--- config.mk ---
export PLATFORM = sky130hd
export DESIGN_NAME = fpu_pipe_arbiter_flat
export DESIGN_NICKNAME = d
export VERILOG_FILES = /design/src/rtl/fpu_pipe_arbiter_if.sv /design/src/rtl/fpu_pipe_arbiter.sv /design/src/flat_wrapper.sv
export SDC_FILE = /design/constraint.sdc
export NUM_CORES = 1
export LEC_CHECK = 0
export BUFFER_PORTS_ARGS = -buffer_cell sky130_fd_sc_hd__buf_4
export CAP_MARGIN = 20
export CORE_AREA = 2 2 106 108
export CTS_CLUSTER_SIZE = 12
export DETAILED_ROUTE_END_ITERATION = 7
export DIE_AREA = 0 0 108 110
export PLACE_DENSITY = 0.72
export SYNTH_ARGS = -nofsm -noshare
export SYNTH_HDL_FRONTEND = slang
export SYNTH_SLANG_ARGS = --single-unit
--- constraint.sdc ---
create_clock -name clk -period 5.3 [get_ports clk]
set_clock_uncertainty 0.05 [all_clocks]
set_input_delay 0.795 -clock clk [delete_from_list [all_inputs] [get_ports clk]]
set_output_delay 0.795 -clock clk [all_outputs]
set_load 0.01 [all_outputs]
--- src/rtl/fpu_pipe_arbiter_if.sv ---
// Requester-side bus of the FPU pipe arbiter: issue handshake plus the
// per-requester result handshake with the shared result bus.
interface fpu_pipe_arbiter_if #(
  parameter int N   = 2,
  parameter int W   = 32,
  parameter int OPW = 2
);
  logic [N-1:0]          req_valid;
  logic [N-1:0]          req_ready;
  logic [N-1:0][W-1:0]   req_op_a;
  logic [N-1:0][W-1:0]   req_op_b;
  logic [N-1:0][OPW-1:0] req_opcode;
  logic [N-1:0]          res_valid;
  logic [N-1:0]          res_ready;
  logic [W-1:0]          res_data;

  // client units
  modport master (
    output req_valid, req_op_a, req_op_b, req_opcode, res_ready,
    input  req_ready, res_valid, res_data
  );

  // arbiter
  modport slave (
    input  req_valid, req_op_a, req_op_b, req_opcode, res_ready,
    output req_ready, res_valid, res_data
  );
endinterface

--- src/rtl/fpu_pipe_arbiter.sv ---
// Round-robin arbiter sharing one STAGES-deep FPU among N requesters.
// A valid/tag shift register runs in lockstep with the FPU stages and steers
// each result back to its issuer; a stalled head freezes the whole pipe.
module fpu_pipe_arbiter #(
  parameter int N      = 2,
  parameter int STAGES = 6,
  parameter int W      = 32,
  parameter int OPW    = 2,
  localparam int TW    = (N > 1) ? $clog2(N) : 1,
  localparam int CW    = $clog2(STAGES + 1)
)(
  input  logic             clk,
  input  logic             rst,
  fpu_pipe_arbiter_if.slave bus,
  output logic             fpu_en,
  output logic             fpu_in_valid,
  output logic [W-1:0]     fpu_op_a,
  output logic [W-1:0]     fpu_op_b,
  output logic [OPW-1:0]   fpu_opcode,
  input  logic [W-1:0]     fpu_result,
  output logic [CW-1:0]    inflight
);

  logic [STAGES-1:0]         vld_pipe;
  logic [STAGES-1:0][TW-1:0] tag_pipe;
  logic [TW-1:0]             ptr;

  logic          head_vld;
  logic [TW-1:0] head_tag;
  logic          head_ready;
  logic          advance;
  logic          grant_any;
  logic [TW-1:0] grant_idx;
  logic [N-1:0]  grant;

  assign head_vld = vld_pipe[STAGES-1];
  assign head_tag = tag_pipe[STAGES-1];

  // Result steering: only the requester whose tag sits at the head sees valid.
  for (genvar i = 0; i < N; i++) begin : g_res
    assign bus.res_valid[i] = head_vld && (head_tag == TW'(i));
  end
  assign bus.res_data = fpu_result;

  // Head drains iff its owner is ready; reset also forces the pipe idle so no
  // enable or grant leaks out while rst is low.
  assign head_ready = |(bus.res_valid & bus.res_ready);
  assign advance    = rst && (!head_vld || head_ready);
  assign fpu_en     = advance;

  // Round-robin search starting at ptr; nothing is granted during a stall.
  always_comb begin
    int j;
    j         = 0;
    grant_any = 1'b0;
    grant_idx = '0;
    for (int k = 0; k < N; k++) begin
      j = int'(ptr) + k;
      if (j >= N) j = j - N;
      if (!grant_any && advance && bus.req_valid[j]) begin
        grant_any = 1'b1;
        grant_idx = TW'(j);
      end
    end
  end

  assign grant         = grant_any ? (N'(1) << grant_idx) : '0;
  assign bus.req_ready = grant;
  assign fpu_in_valid  = grant_any;

  // Operand mux: granted requester's slices, zeros on a bubble.
  always_comb begin
    fpu_op_a   = '0;
    fpu_op_b   = '0;
    fpu_opcode = '0;
    for (int i = 0; i < N; i++) begin
      if (grant[i]) begin
        fpu_op_a   = bus.req_op_a[i];
        fpu_op_b   = bus.req_op_b[i];
        fpu_opcode = bus.req_opcode[i];
      end
    end
  end

  // Tracker, pointer and occupancy all move only on advancing edges.
  always_ff @(posedge clk or negedge rst) begin
    if (!rst) begin
      vld_pipe <= '0;
      tag_pipe <= '0;
      ptr      <= '0;
      inflight <= '0;
    end else if (advance) begin
      for (int k = STAGES - 1; k > 0; k--) begin
        vld_pipe[k] <= vld_pipe[k-1];
        tag_pipe[k] <= tag_pipe[k-1];
      end
      vld_pipe[0] <= grant_any;
      tag_pipe[0] <= grant_idx;
      if (grant_any)
        ptr <= (grant_idx == TW'(N - 1)) ? '0 : TW'(grant_idx + 1'b1);
      // an advancing edge with a valid head always consumes it
      case ({grant_any, head_vld})
        2'b10:   inflight <= inflight + 1'b1;
        2'b01:   inflight <= inflight - 1'b1;
        default: inflight <= inflight;
      endcase
    end
  end

endmodule

--- src/flat_wrapper.sv ---
// flat-port wrapper written by rule: the top's interface ports become plain ports
module fpu_pipe_arbiter_flat 
#(
  parameter int N      = 2,
  parameter int STAGES = 6,
  parameter int W      = 32,
  parameter int OPW    = 2,
  localparam int TW    = (N > 1) ? $clog2(N) : 1,
  localparam int CW    = $clog2(STAGES + 1)
)
  (clk, rst, fpu_en, fpu_in_valid, fpu_op_a, fpu_op_b, fpu_opcode, fpu_result, inflight, bus_req_valid, bus_req_op_a, bus_req_op_b, bus_req_opcode, bus_res_ready, bus_req_ready, bus_res_valid, bus_res_data);
  fpu_pipe_arbiter_if #(.N(N), .W(W), .OPW(OPW)) bus_i ();
  input  logic clk;
  input  logic rst;
  output logic fpu_en;
  output logic fpu_in_valid;
  output logic [W-1:0] fpu_op_a;
  output logic [W-1:0] fpu_op_b;
  output logic [OPW-1:0] fpu_opcode;
  input  logic [W-1:0] fpu_result;
  output logic [CW-1:0] inflight;
  input wire logic [$bits(bus_i.req_valid)-1:0] bus_req_valid;
  input wire logic [$bits(bus_i.req_op_a)-1:0] bus_req_op_a;
  input wire logic [$bits(bus_i.req_op_b)-1:0] bus_req_op_b;
  input wire logic [$bits(bus_i.req_opcode)-1:0] bus_req_opcode;
  input wire logic [$bits(bus_i.res_ready)-1:0] bus_res_ready;
  output wire logic [$bits(bus_i.req_ready)-1:0] bus_req_ready;
  output wire logic [$bits(bus_i.res_valid)-1:0] bus_res_valid;
  output wire logic [$bits(bus_i.res_data)-1:0] bus_res_data;
  assign bus_i.req_valid = bus_req_valid;
  assign bus_i.req_op_a = bus_req_op_a;
  assign bus_i.req_op_b = bus_req_op_b;
  assign bus_i.req_opcode = bus_req_opcode;
  assign bus_i.res_ready = bus_res_ready;
  assign bus_req_ready = bus_i.req_ready;
  assign bus_res_valid = bus_i.res_valid;
  assign bus_res_data = bus_i.res_data;
  fpu_pipe_arbiter #(.N(N), .STAGES(STAGES), .W(W), .OPW(OPW)) u_core (.clk(clk), .rst(rst), .bus(bus_i), .fpu_en(fpu_en), .fpu_in_valid(fpu_in_valid), .fpu_op_a(fpu_op_a), .fpu_op_b(fpu_op_b), .fpu_opcode(fpu_opcode), .fpu_result(fpu_result), .inflight(inflight));
endmodule
==> results of run 1 <==
==> sequential cells by signal (all words and copies together), names as in the netlist <==
| name | flops |
|---|---|
| u_core.vld_pipe | 6 |
| u_core.head_tag | 1 |
| u_core.inflight | 3 |
| u_core.tag_pipe | 5 |
| u_core.ptr | 1 |
==> power groups by stage <==
stage                     logic, mW  clock network [mW]  registers, mW
after global routing          0.825              0.0952          0.238
final                         0.756              0.0858          0.228
after CTS                     0.750              0.0898          0.229
after floorplan               0.482                   0          0.224
after detailed placement      0.746                   0          0.231
after global placement        0.730                   0          0.226
==> synth_stat cells, drive strengths merged, types with 2 or more instances <==
master,count
inv,2
clkbuf,39
nor2,2
mux2i,2
dfrtp,16
a21o,66
and2,3
a21oi,68
nand2,2
nand3,66
xor2,2
mux2,12
buf,46
o21ai,67
nand2b,2
==> per-layer routing <==
metal  track usage [%]  vias up
met2              28.2      146
met4              2.20        0
met3              3.06        8
met5                 0        -
li1                  -     1685
met1              17.0     1559
==> critical path: cells and delay by family <==
family / cells / cell delay, ns
buffers and inverters: 3 / 0.98
AND/OR/NAND/NOR: 3 / 0.81
==> placed cells by master, fill, tap and decap left out, drive strengths merged <==
cell type	netlist	final
clkbuf	39	3
nor3	1	1
a211oi	1	1
dfrtp	16	16
fa	1	1
a21bo	1	1
a21oi	68	68
nand3	66	66
nor2b	1	1
ha	1	1
o21ai	67	67
buf	46	216
mux2	12	12
inv	2	2
a21o	66	66
and2	3	3
o22a	1	1
nor2	2	2
mux2i	2	2
nand2	2	2
nand2b	2	2
xnor2	1	1
xor2	2	2
==> area by class of cell <==
cell class              count  area, um2
well taps                 140        175
inverters                   2       10.0
multi-input cells         300       1830
flip-flops and latches     16        400
repair buffers            216       1650
fillers                  1093       6580
clock buffers               3       41.3
==> logic make-up after synthesis <==
family | share of synthesized area [%]
compound gates | 44.2
buf+inv | 17.8
simple gates | 14.3
flops | 14.8
mux | 6.70
xor+xnor | 0.970
fa+ha+maj | 1.20
==> path summary, 6_finish.rpt <==
kind | end | start
worst min-delay path | u_core.head_tag$_DFFE_PN0P_ | rst
max in group asynchronous | u_core.vld_pipe[1]$_DFFE_PN0P_ | rst
worst max register to register | u_core.inflight[1]$_DFFE_PN0P_ | u_core.head_tag$_DFFE_PN0P_
min in group clk | u_core.inflight[2]$_DFFE_PN0P_ | u_core.inflight[2]$_DFFE_PN0P_
worst min register to register | u_core.inflight[2]$_DFFE_PN0P_ | u_core.inflight[2]$_DFFE_PN0P_
worst max-delay path | bus_req_ready[0] | bus_req_valid[0]
==> summary.md, run 1 <==
The run gives 0 as the initial antenna violation count. The cell taking the most area after synthesis is sky130_fd_sc_hd__a21o_1. The commonest register cell after synthesis was sky130_fd_sc_hd__dfrtp_1. For the count of warnings emitted by yosys, the log shows 0. The number of library cell types mapped by synthesis was 29; the via-per-instance ratio was 5.02. The wire-length estimate of the detail-placed layout is 7520 um. Post-cts repair resize count: 0. The proportion of total power due to net switching is 42.2%.

For the setup slack at placement, the log shows 1.40 ns. The routed length per instance is 15.2 um, and the residual overflow from global routing is 0. The kind of start point of the critical path was an input pin. The library cell appearing most often on the critical path was sky130_fd_sc_hd__buf_4. The final net count is 711, and the internal cell power is 0.617 mW. For the fmax, the log shows 287 MHz.

In the global route stage, overall resource usage came out at 14.7%. The top-level I/O count is 277, and the number of remaining DRC errors is 0. Of the post-synthesis cell area, the dominant cell type holds 18.3%. The run gives 0 as the count of endpoints failing hold in the final timing report. The routed layout has 3,398 vias. The critical path in this run is classified as input pin to output port. Wire length on met2: 5460 um. Once placement finished, the instance area stood at 4050 um2. In this run the worst path has a maximum fanout of 79. For the length of routed met3 wiring, the log shows 854 um. The number of cells on the worst reg-to-reg path is 8. Counting flops with a built-in enable in the synthesized netlist gives 0. The logs give 673 for the number of cells in the design after placement and 2,894 for the number of global-route vias before repair. Hold repair after CTS inserted 0 buffers.

The total net switching power was 0.452 mW; the max-slew violation count was 0. The final worst-path setup slack is 1.82 ns. The synthesized area divided by synthesized cell count is 6.72 um2.

Clock root buffer: sky130_fd_sc_hd__clkbuf_8. Total leakage power: 2.01 nW. Dividing the final minimum period by the clock period gives 65.7%.

Final core utilization: 38.5%. Once layout is done, the placed cells without fillers occupy 4110 um2. In this run, synthesis produced a sequential element count of 16.

STA puts the critical path data arrival time at 2.64 ns. Traced cell by cell, the critical path runs through buf_4 > nand2b_4 > buf_16 > and2_1 > nor3_1 > buf_4. The share of the Yosys chip area taken by registers is 14.8%. In this run the power density over the cells is 260 nW/um2. Total power for the finished layout comes to 1.07 mW. The capturing element type of the critical path was an output port.

The maximum ir drop on the vdd rail was 248 uV. The run gives 0 as the remaining antenna violation count after routing. The die span in y is 110 um, and the register-to-register path setup slack is 2.43 ns. Setup total negative slack on the finished layout was measured at 0 ns.

At the worst endpoint, the required time is 4.45 ns. The share of flip-flops with an asynchronous set or reset was 100%; the number of non-filler instances in the completed layout was 677. The post-layout minimum cycle time is 3.48 ns, and the layout-stage area growth over the synthesis result is 51.9%. The first global-routing pass estimated 14,300 um of wire. The logs give 0.360 ns for the tightest hold margin and 220 for the number of DRC markers after the initial detailed-route iteration. Portion of total power attributed to the clock network: 8.0%. The tools report the number of antenna cells inserted as 0. Setup repair after global routing left no endpoint under its margin. The number of port buffers came out at 212. TritonCTS built the clock tree. For the setup fix buffers added after clock tree synthesis, the log shows 0. The count of mapped cells out of synthesis came out at 403.

On the critical path, the stage with the largest delay is an instance of sky130_fd_sc_hd__buf_4. The sequential group share of total power came out at 21.3%. The deepest clock path buffer count is 2, and the number of standard-cell rows in the floorplan is 38. The summed instance area of the synthesized netlist came out at 2710 um2. The number of clock buffers added by TritonCTS is 3. The run finished with clean final reports. The min-delay analysis places its worst path in the category input pin to asynchronous set/reset pin. The die boundary width came out at 108 um. The tools report the total number of H-tree levels as 1. Cells with a size suffix above 1 make up 43.8% of the layout. For this configuration, the core starts out at a cell density of 25.3%. The max capacitance violation total is 0. Sorting the synthesized cells by area gives the leading types as sky130_fd_sc_hd__a21o_1 18%, sky130_fd_sc_hd__dfrtp_1 15%, sky130_fd_sc_hd__a21oi_1 13%. The length of the first detailed-routing pass in iterations is 4, and the routability congestion estimate is 0.774. Highest routed metal layer: met4. The logs give 0.24 ns for the clock network latency to the later pin of the worst-skew pair and 50.3% for the normalized max-slew margin. At the pin with the least slew margin, the transition time is 0.745 ns.

The share of total power dissipated in combinational logic is 70.7%. Final wirelength: 10,300 um. Setup violations remaining at the end of the flow were counted as 0.

In this design, the stage delay of the slowest critical-path cell is 0.47 ns. The met1 wire length is 3840 um. The number of nets in the synthesized netlist is 575.

The placeable core region is 10,700 um2, and the maximum number of pins on one net before global-route repair is 122. The floorplan step defined a die boundary enclosing 11,900 um2. The number of clock sinks was 16; the CTS clock-pin slew for the worst setup and hold paths was 0.06 ns.
Power figures use the tool's default switching activity.
==> run 2, diff against run 1 <==
--- a/config.mk
+++ b/config.mk
@@ -7,11 +7,11 @@
 export LEC_CHECK = 0
 export BUFFER_PORTS_ARGS = -buffer_cell sky130_fd_sc_hd__buf_4
 export CAP_MARGIN = 20
-export CORE_AREA = 2 2 106 108
+export CORE_AREA = 2 2 109 111
 export CTS_CLUSTER_SIZE = 12
 export DETAILED_ROUTE_END_ITERATION = 7
-export DIE_AREA = 0 0 108 110
-export PLACE_DENSITY = 0.72
+export DIE_AREA = 0 0 111 113
+export PLACE_DENSITY = 0.71
 export SYNTH_ARGS = -nofsm -noshare
 export SYNTH_HDL_FRONTEND = slang
 export SYNTH_SLANG_ARGS = --single-unit
==> constraint.sdc (replaced) <==
create_clock -name clk -period 3.05 [get_ports clk]
set_clock_uncertainty 0.05 [all_clocks]
set_input_delay 0.4575 -clock clk [delete_from_list [all_inputs] [get_ports clk]]
set_output_delay 0.4575 -clock clk [all_outputs]
set_load 0.01 [all_outputs]
==> run 2 against run 1 <==
Net effect: non-clock buffer count rose by 9; sequential cell count did not move; global-route usage fell by 0.26 points; worst hold slack got worse by 0.24 ns; via count rose by 1.8%; power rose by 91%; wire length fell by 3.0%; sequential share of layout area fell by 0.31 points.
==> summary.md, run 2 (synthesized netlist as in run 1, its figures left out) <==
The run finished with clean final reports. For the total of endpoints with negative setup slack in the final report, the log shows 0. The post-cts repair resize count is 0, and the initial antenna violation count is 0. After legalization and detailed placement, the total HPWL measured 7600 um. After clock tree synthesis, the clock-pin slew on the worst setup and hold paths is 0.05 ns. The register with the most flip-flops in the layout has 6 of them.

The placeable core region is 11,300 um2, and the top-level I/O count is 277. The area growth from synthesis to layout is 56.9%. The most common library cell in the layout ignoring fill and taps was sky130_fd_sc_hd__buf_4. The highest net fanout along the worst path came out at 71. Before antenna repair, the detailed router went through 4 iterations.

The tools report the total number of H-tree levels as 1. Post-placement cell area: 4160 um2. Setup repair after global routing left no endpoint under its margin. Kind of start point of the critical path: a flip-flop. The number of DRC markers after the initial detailed-route iteration is 196, and the number of remaining DRC errors is 0. In this run the static leakage power is 2.08 nW. Across the VDD grid, the largest voltage drop is 248 uV. Once the floorplan was initialized, standard cells occupied 24.0% of the core.

STA classifies the critical path endpoint as an output port. The total die area was 12,500 um2. The register with the highest flop count was u_core.vld_pipe. The floorplan step set the die height to 113 um.

The die boundary width is 111 um. The overall track demand over capacity in global routing came out at 14.4%. Leaving out fill and tap cells, the most frequent cells in the layout are 221 x sky130_fd_sc_hd__buf_4, 68 x sky130_fd_sc_hd__a21oi_1, 67 x sky130_fd_sc_hd__o21ai_0. The cell sitting at the root of the clock tree is a sky130_fd_sc_hd__clkbuf_16.

Normalized max-slew margin: 50.3%. Critical path class: flip-flop to output port. For the maximum number of pins on one net before global-route repair, the log shows 79.

The logs give 4250 um2 for the cell area after layout and 0 for the number of antenna cells inserted. After detailed routing, the total wire length is 9970 um. After floorplanning, the core was divided into 39 placement rows. No sink is reached through more buffers than the 2 on the longest clock path.

In this run the worst hold path is classified as input pin to asynchronous set/reset pin. Buffers inserted during clock tree synthesis total 3. Routed length per instance: 14.4 um. The number of setup buffers added after CTS is 0. Via-per-instance ratio: 5.01. The number of port buffers was 212; the routability congestion estimate was 0.924.

The tools report the critical path data required time as 2.54 ns. The routed layout has 3,458 vias. For met1 alone, demand over resource in global routing was 18.0%. The worst path uses 87.6% of the clock period.

The logs give 0 for the max capacitance violation total and 0 for the cts-stage hold buffer count. The post-layout minimum cycle time came out at 2.67 ns. The first global-routing pass estimated 15,400 um of wire.

For the fmax, the log shows 374 MHz. For the met3 usage in global routing, the log shows 2.62%. In the final design database the tool counted 720 nets. In the final layout, the registers with the most flip-flops are u_core.vld_pipe x6, u_core.tag_pipe x5, u_core.inflight x3. The tools report the max-slew violation count as 0. For the remaining antenna violation count after routing, the log shows 0. The tools report the count of endpoints failing hold in the final timing report as 0. For the worst-skew pair, the clock arrives at the later sink with an insertion delay of 0.24 ns.

At the pin with the least slew margin, the transition time is 0.745 ns. After routing, the total negative slack on setup checks comes to 0 ns. Data on the critical path arrives at its endpoint at 2.17 ns. The fraction of met2 tracks used by global routing is 24.6%. TritonCTS built the clock tree.

The clock drives 16 sinks. Hold is met by 0.116 ns. Global routing finished with a remaining overflow of 0. The tools report the number of global-route vias before repair as 3,097. Most used routing layer: met2.

Cells with a size suffix above 1 make up 44.8% of the layout. Power spread over the standard cell area amounts to 479 nW/um2.
run 2: cell count changes in the layout (fill, tap and decap cells not counted), sizes merged:
cell,delta
buf,+9
clkbuf,+1
run 2: cell type report:
cell class / instances / area, um2
clock buffers: 4 / 88.8
fillers: 1163 / 7020
inverters: 2 / 10.0
multi-input cells: 300 / 1830
flip-flops and latches: 16 / 400
well taps: 143 / 179
repair buffers: 225 / 1740
run 2: per-layer routing:
layer	part of all wire (%)	wire length, um	up-vias
met1	40	4000	1551
met4	3.6	355	0
met2	48	4810	158
met3	8.0	802	36
li1	-	-	1713
met5	0	0	-
run 2: critical path, cell delays in order, from the launching register on:
cell and delay, ns:
sky130_fd_sc_hd__dfrtp_1 0.40, sky130_fd_sc_hd__mux2i_2 0.32, sky130_fd_sc_hd__a21bo_2 0.22, sky130_fd_sc_hd__buf_4 0.60, sky130_fd_sc_hd__a21oi_1 0.15, sky130_fd_sc_hd__buf_4 0.19
run 2: power by group:
group	switching [mW]	internal [mW]	leakage, nW
registers	0.0852	0.317	0.181
clock network	0.0816	0.199	0.0442
logic	0.656	0.698	1.85
run 2: path summary, 6_finish.rpt:
path                                           startpoint  slack [ns]                              to  depth (start not counted)
max                           u_core.head_tag$_DFFE_PN0P_        0.38                   fpu_opcode[1]                          5
max in group asynchronous                             rst        2.64          u_core.ptr$_DFFE_PN0P_                          2
min in group clk           u_core.inflight[2]$_DFFE_PN0P_        0.42  u_core.inflight[2]$_DFFE_PN0P_                          1
min reg2reg                u_core.inflight[2]$_DFFE_PN0P_        0.42  u_core.inflight[2]$_DFFE_PN0P_                          1
min                                                   rst        0.12     u_core.head_tag$_DFFE_PN0P_                          2
max reg2reg                   u_core.head_tag$_DFFE_PN0P_        0.60  u_core.inflight[2]$_DFFE_PN0P_                          9
run 2: per-stage QoR:
step,power (mW),utilization [%],worst slack [ns],instances
after global placement,1.73,36.9,0.586,686
after detailed placement,1.77,36.9,0.546,686
final,2.04,37.7,0.377,690
after floorplan,1.23,-,0.608,403
after global routing,2.19,37.7,0.229,690
after CTS,2.05,37.7,0.381,690
